<file path="src/rtl/ln_pkg.sv">
// ln_pkg: shared FSM state type and width constants for the LayerNorm row scheduler.
package ln_pkg;
  typedef enum logic [1:0] {IDLE, ISSUE, DRAIN, DONE} state_e;
  localparam int MATRIX_SIZE_DEF = 64;
  localparam int TC_W = 16;
endpackage

</file>
<file path="src/rtl/ln_row_scheduler_if.sv">
// ln_row_scheduler_if: row issue handshake, in-order result return and output-buffer write port.
interface ln_row_scheduler_if #(parameter int ROW_W = 6) ();
  logic issue_valid, issue_ready, result_valid, row_wr_en;
  logic [ROW_W-1:0] issue_row, result_row, row_wr_addr;
  modport master (output issue_valid, issue_row, row_wr_en, row_wr_addr,
                  input issue_ready, result_valid, result_row);
  modport slave (input issue_valid, issue_row, row_wr_en, row_wr_addr,
                 output issue_ready, result_valid, result_row);
endinterface

</file>
<file path="src/rtl/ln_inflight_ctr.sv">
// ln_inflight_ctr: up/down credit counter of rows issued but not yet completed.
module ln_inflight_ctr #(parameter int MAX = 4) (
  input  logic clk,
  input  logic rst_n,
  input  logic clr,
  input  logic inc,
  input  logic dec,
  output logic [$clog2(MAX+1)-1:0] count,
  output logic full,
  output logic empty
);
  localparam int CW = $clog2(MAX+1);
  logic inc_ok, dec_ok;
  always_comb begin
    full = count == CW'(MAX);
    empty = count == '0;
    inc_ok = inc && !full;
    dec_ok = dec && !empty;
  end
  always_ff @(posedge clk or negedge rst_n) begin
    if (!rst_n) count <= '0;
    else if (clr) count <= '0;
    else if (inc_ok && !dec_ok) count <= count + 1'b1;
    else if (dec_ok && !inc_ok) count <= count - 1'b1;
  end
endmodule

</file>
<file path="src/rtl/ln_row_scheduler.sv">
// ln_row_scheduler: issues matrix rows to a row engine under a credit limit and writes results back in order.
// Define LN_SCHED_PERF_EN to build the saturating per-matrix cycle counter behind total_cycles.
module ln_row_scheduler import ln_pkg::*; #(
  parameter int MATRIX_SIZE = MATRIX_SIZE_DEF,
  parameter int MAX_INFLIGHT = 4,
  parameter int ROW_W = $clog2(MATRIX_SIZE)
) (
  input  logic clk,
  input  logic rst_n,
  input  logic start_matrix,
  input  logic abort,
  ln_row_scheduler_if.master bus,
  output logic busy,
  output logic matrix_done,
  output logic seq_error,
  output logic [ROW_W-1:0] current_row_debug,
  output logic [TC_W-1:0] total_cycles
);
  localparam int IW = $clog2(MAX_INFLIGHT+1);
  localparam logic [ROW_W-1:0] LAST = ROW_W'(MATRIX_SIZE-1);
  state_e state, state_n;
  logic [ROW_W-1:0] issue_idx, exp_idx;
  logic [IW-1:0] inflight;
  logic full, empty, go, flush, clr, active, issue_fire, res_ok, res_bad;
  always_comb begin
    go = state == IDLE && start_matrix;
    flush = abort && state != IDLE;
    clr = go || flush;
    active = state == ISSUE || state == DRAIN;
    issue_fire = bus.issue_valid && bus.issue_ready;
    res_ok = bus.result_valid && active && !empty && bus.result_row == exp_idx;
    res_bad = bus.result_valid && !res_ok;
  end
  ln_inflight_ctr #(.MAX(MAX_INFLIGHT)) u_ctr (
    .clk(clk), .rst_n(rst_n), .clr(clr), .inc(issue_fire), .dec(res_ok),
    .count(inflight), .full(full), .empty(empty)
  );
  always_ff @(posedge clk or negedge rst_n) begin
    if (!rst_n) state <= IDLE;
    else state <= state_n;
  end
  always_comb begin
    state_n = flush ? IDLE :
              state == IDLE  ? (start_matrix ? ISSUE : IDLE) :
              state == ISSUE ? (issue_fire && issue_idx == LAST ? DRAIN : ISSUE) :
              state == DRAIN ? (res_ok && exp_idx == LAST && inflight == IW'(1) ? DONE : DRAIN) :
              IDLE;
  end
  always_comb begin
    bus.issue_valid = state == ISSUE && !full;
    bus.issue_row = issue_idx;
    bus.row_wr_en = res_ok;
    bus.row_wr_addr = res_ok ? bus.result_row : '0;
    busy = state != IDLE;
    matrix_done = state == DONE;
    current_row_debug = issue_idx;
  end
  // A stray result on the start cycle still flags, so the clear yields to a new error.
  always_ff @(posedge clk or negedge rst_n) begin
    if (!rst_n) begin
      issue_idx <= '0;
      exp_idx <= '0;
      seq_error <= 1'b0;
    end else begin
      issue_idx <= clr ? '0 : issue_fire ? issue_idx + 1'b1 : issue_idx;
      exp_idx <= clr ? '0 : res_ok ? exp_idx + 1'b1 : exp_idx;
      seq_error <= (go ? 1'b0 : seq_error) | res_bad;
    end
  end
`ifdef LN_SCHED_PERF_EN
  logic [TC_W-1:0] cyc_cnt;
  always_ff @(posedge clk or negedge rst_n) begin
    if (!rst_n) cyc_cnt <= '0;
    else if (go) cyc_cnt <= '0;
    else if (busy && !(&cyc_cnt)) cyc_cnt <= cyc_cnt + 1'b1;
  end
  assign total_cycles = cyc_cnt;
`else
  assign total_cycles = '0;
`endif
endmodule

</file>
<file path="src/flat_wrapper.sv">
// flat-port wrapper written by rule: the top's interface ports become plain ports
module ln_row_scheduler_flat import ln_pkg::*;
#(
  parameter int MATRIX_SIZE = MATRIX_SIZE_DEF,
  parameter int MAX_INFLIGHT = 4,
  parameter int ROW_W = $clog2(MATRIX_SIZE)
)
  (clk, rst_n, start_matrix, abort, busy, matrix_done, seq_error, current_row_debug, total_cycles, bus_issue_valid, bus_issue_row, bus_row_wr_en, bus_row_wr_addr, bus_issue_ready, bus_result_valid, bus_result_row);
  ln_row_scheduler_if #(.ROW_W(ROW_W)) bus_i ();
  input  logic clk;
  input  logic rst_n;
  input  logic start_matrix;
  input  logic abort;
  output logic busy;
  output logic matrix_done;
  output logic seq_error;
  output logic [ROW_W-1:0] current_row_debug;
  output logic [TC_W-1:0] total_cycles;
  output wire logic [$bits(bus_i.issue_valid)-1:0] bus_issue_valid;
  output wire logic [$bits(bus_i.issue_row)-1:0] bus_issue_row;
  output wire logic [$bits(bus_i.row_wr_en)-1:0] bus_row_wr_en;
  output wire logic [$bits(bus_i.row_wr_addr)-1:0] bus_row_wr_addr;
  input wire logic [$bits(bus_i.issue_ready)-1:0] bus_issue_ready;
  input wire logic [$bits(bus_i.result_valid)-1:0] bus_result_valid;
  input wire logic [$bits(bus_i.result_row)-1:0] bus_result_row;
  assign bus_issue_valid = bus_i.issue_valid;
  assign bus_issue_row = bus_i.issue_row;
  assign bus_row_wr_en = bus_i.row_wr_en;
  assign bus_row_wr_addr = bus_i.row_wr_addr;
  assign bus_i.issue_ready = bus_issue_ready;
  assign bus_i.result_valid = bus_result_valid;
  assign bus_i.result_row = bus_result_row;
  ln_row_scheduler #(.MATRIX_SIZE(MATRIX_SIZE), .MAX_INFLIGHT(MAX_INFLIGHT), .ROW_W(ROW_W)) u_core (.clk(clk), .rst_n(rst_n), .start_matrix(start_matrix), .abort(abort), .bus(bus_i), .busy(busy), .matrix_done(matrix_done), .seq_error(seq_error), .current_row_debug(current_row_debug), .total_cycles(total_cycles));
endmodule
</file>
<file path="config.mk">
export PLATFORM = sky130hd
export DESIGN_NAME = ln_row_scheduler_flat
export DESIGN_NICKNAME = d
export VERILOG_FILES = /design/src/rtl/ln_pkg.sv /design/src/rtl/ln_row_scheduler_if.sv /design/src/rtl/ln_inflight_ctr.sv /design/src/rtl/ln_row_scheduler.sv /design/src/flat_wrapper.sv
export SDC_FILE = /design/constraint.sdc
export NUM_CORES = 1
export LEC_CHECK = 0
export CAP_MARGIN = 20
export CORE_MARGIN = 5
export CORE_UTILIZATION = 46
export CTS_BUF_LIST = sky130_fd_sc_hd__clkbuf_4
export DETAILED_ROUTE_END_ITERATION = 12
export PLACE_DENSITY = 0.92
export SLEW_MARGIN = 20
export SYNTH_ARGS = -nofsm -noshare
export SYNTH_HDL_FRONTEND = slang
export SYNTH_SLANG_ARGS = --single-unit
</file>
<file path="constraint.sdc">
create_clock -name clk -period 3.1 [get_ports clk]
set_input_delay 0.93 -clock clk [delete_from_list [all_inputs] [get_ports clk]]
set_output_delay 0.93 -clock clk [all_outputs]
set_load 0.03 [all_outputs]
</file>
==> flow_summary.ini, run 1 <==
[outcome]
outcome = complete, no violations

[route]
firstDrtPassIters = 4
drtAntennaViolNets = 0
wl_mm = 3.43
drt-vias-per-instance = 5.29
drc = 0
vias = 1212
drtIter0Drc = 43
wl_per_cell_um = 15.0

[worst_setup_path]
crit_required_ps = 2170
r2r_end = u_core.u_ctr.count[2]$_DFFE_PN0P_
cp_max_fo = 5
critPathLaunchType = input pin
startpoint = bus_result_row[3]
cp_data_arrival_time_ps = 2120
crit_type = input pin to output port
cp-end-kind = output port
critPathCapture = bus_row_wr_addr[0]
r2r_slack_ps = 380
reg2regPathDepth = 12
r2r-start = u_core.u_ctr.count[0]$_DFFE_PN0P_

[clocking]
ctsHoldBuffers = 0
htreeDepth = 1
cts.sinks = 18
cts-root-buf = clkbuf_4
numCtsBuffers = 3
clock_latency_ps = 310
clk_path_buf_depth = 2
tritoncts = built
clk_pin_slew_worst_paths_ps = 120

[floorplan]
rows = 19
chipWidth_um = 64.3
coreArea_um2 = 2780
ios = 51
die-area_um2 = 4130
die_h_um = 64.3
initial_core_util_pct = 48.7

[synthesis]
syn_avg_cell_area_um2 = 8.74
synth_area_leaders = dfrtp_1 (33%), buf_4 (12%), ha_1 (10%)
synth_ff_type = dfrtp_1
syn_inst = 155
synth_edf_count = 0
synth_top_area_share_pct = 33.2
ys_types = 31
async_flop_share_pct = 100
synth_warnings = 0
netlist_area_um2 = 1360
yosysTopAreaCell = dfrtp_1
synth-seq-area-share_pct = 33.2
synth_common_cells = buf_4 (22), dfrtp_1 (18), inv_1 (13)
ys_ff_latch = 18
post-synth-top-count-cell = buf_4

[finish]
multi_input_comb_area_um2 = 830
num_antenna_cells = 0
fillers = 236
fin_util_pct = 66.5
final_nets = 222
syn_to_final_growth_pct = 36.5
drive_above_1_share_pct = 21.7
register_area_um2 = 450

[global_route]
antenna_found_initial = 0
grt_overflow_total = 0
grt_pass1_vias = 1197
grt_usage_pct = 16.3
grt_max_degree = 19
grt_pass1_wl_mm = 5.37

[timing]
relSlewSlack_pct = 42.3
fmax_ghz = 0.328
finalCritPeriodShare_pct = 98.2
setup_viol = 0
worst_slew_pin_slew_ps = 862
fin_skew_ps = 17.8
rsz0062_at_grt = no
drv_slew = 0
fin_crit_ps = 3050
hold_viol_final = 0
hold_slack_ps = 533

[run]
maxCapViolCount = 0

[placement]
dp_hpwl_mm = 2.41
gp_congestion = 0.822
port_buffers = 34

[power]
powerDensity_nw_per_um2 = 365
p_leak_nw = 0.854
irDropWorstVdd_v = 0.000321

[min_path]
hold_path.class = register to register
hp-start = u_core.seq_error$_DFF_PN0_
per-stage QoR:
| stage | setup WS [ps] | total power [mW] | instances | setup TNS [ps] | area (µm²) |
|---|---|---|---|---|---|
| 5_1_grt | 0.999 | 0.717 | 229 | 0 | 1850 |
| 2_1_floorplan | 130 | 0.464 | 170 | 0 | 1420 |
| 3_5_place_dp | -232 | 0.539 | 219 | -1560 | 1670 |
| 4_1_cts | 11.0 | 0.668 | 227 | 0 | 1800 |
| 6_report | 54.4 | 0.675 | 229 | 0 | 1850 |
| 3_3_place_gp | -211 | 0.530 | 219 | -1020 | 1670 |
sequential cells by signal, summed over array words and instances (netlist names):
| register | cells |
|---|---|
| u_core.u_ctr.count | 3 |
| u_core.bus.issue_row | 6 |
| u_core.seq_error | 1 |
| u_core.exp_idx | 6 |
| u_core.state | 2 |
area by class of cell:
cell class	instances	share of cell area (%)
Timing Repair Buffer	49	24.6
Clock inverter	1	0.203
Sequential cell	18	24.4
Clock buffer	3	1.22
Multi-Input combinational cell	114	44.9
Inverter	13	2.64
Tap cell	31	2.10
timing repair:
item,4_1_cts,5_1_grt
pin swaps,6,3
buffers inserted,3,2
gates resized for setup,27,11
gates cloned,1,0
setup endpoints to repair,7,8
routing by layer:
metal / wire length (µm) / vias up / share of wire, % / track usage [%]
li1: - / 577 / - / -
met1: 1330 / 590 / 39 / 19.4
met2: 1850 / 37 / 54 / 28.4
met3: 178 / 8 / 5.2 / 3.33
met4: 77 / 0 / 2.2 / 6.36
met5: 0 / - / 0 / 0
critical path, stage by stage:
cell and delay, ps:
dlygate4sd2_1 260, xnor2_1 220, and4_4 270, buf_6 120
and3_4 180, buf_6 120
layout by cell type, fill, tap and decap left out, drive strengths merged, types with 5 or more instances in the layout:
master	count
a21oi	12
and3	7
buf	23
clkdlybuf4s50	19
conb	16
dfrtp	18
dlygate4sd2	5
ha	11
inv	13
nand2	6
nand3	9
nor2	10
xnor2	6
xor2	7
how the worst min path moves through the flow:
stage,end,slack [ps],cells after the start
after detailed placement,u_core.seq_error$_DFF_PN0_,500,1
after floorplan,u_core.u_ctr.count[1]$_DFFE_PN0P_,510,2
after global placement,u_core.seq_error$_DFF_PN0_,490,1
final,u_core.seq_error$_DFF_PN0_,530,1
after CTS,u_core.seq_error$_DFF_PN0_,530,1
after global routing,u_core.seq_error$_DFF_PN0_,570,1
kinds of logic (layout without fill, tap and decap cells):
group           count (synthesis)  after routing  synth area share (%)
simple gates                   49             49                  19.5
buf+inv                        38             66                  16.7
compound gates                 23             23                  10.2
flops                          18             18                  33.2
xor+xnor                       13             13                  8.40
fa+ha+maj                      11             11                  10.2
mux                             2              2                  1.48
other cells                     1             16                 0.277
where the power goes:
group / internal (mW) / leakage [nW] / switching [mW]
clock: 0.0470 / 0.0154 / 0.0772
combinational: 0.104 / 0.593 / 0.173
sequential: 0.252 / 0.245 / 0.0214
Note: power is estimated with default switching activity, not from simulation.
==> inputs of run 2 (changes only) <==
- SLEW_MARGIN: 20 -> not set
==> results of run 2 <==
Same layout as run 1: the final DEF is identical, and so are final timing and power.
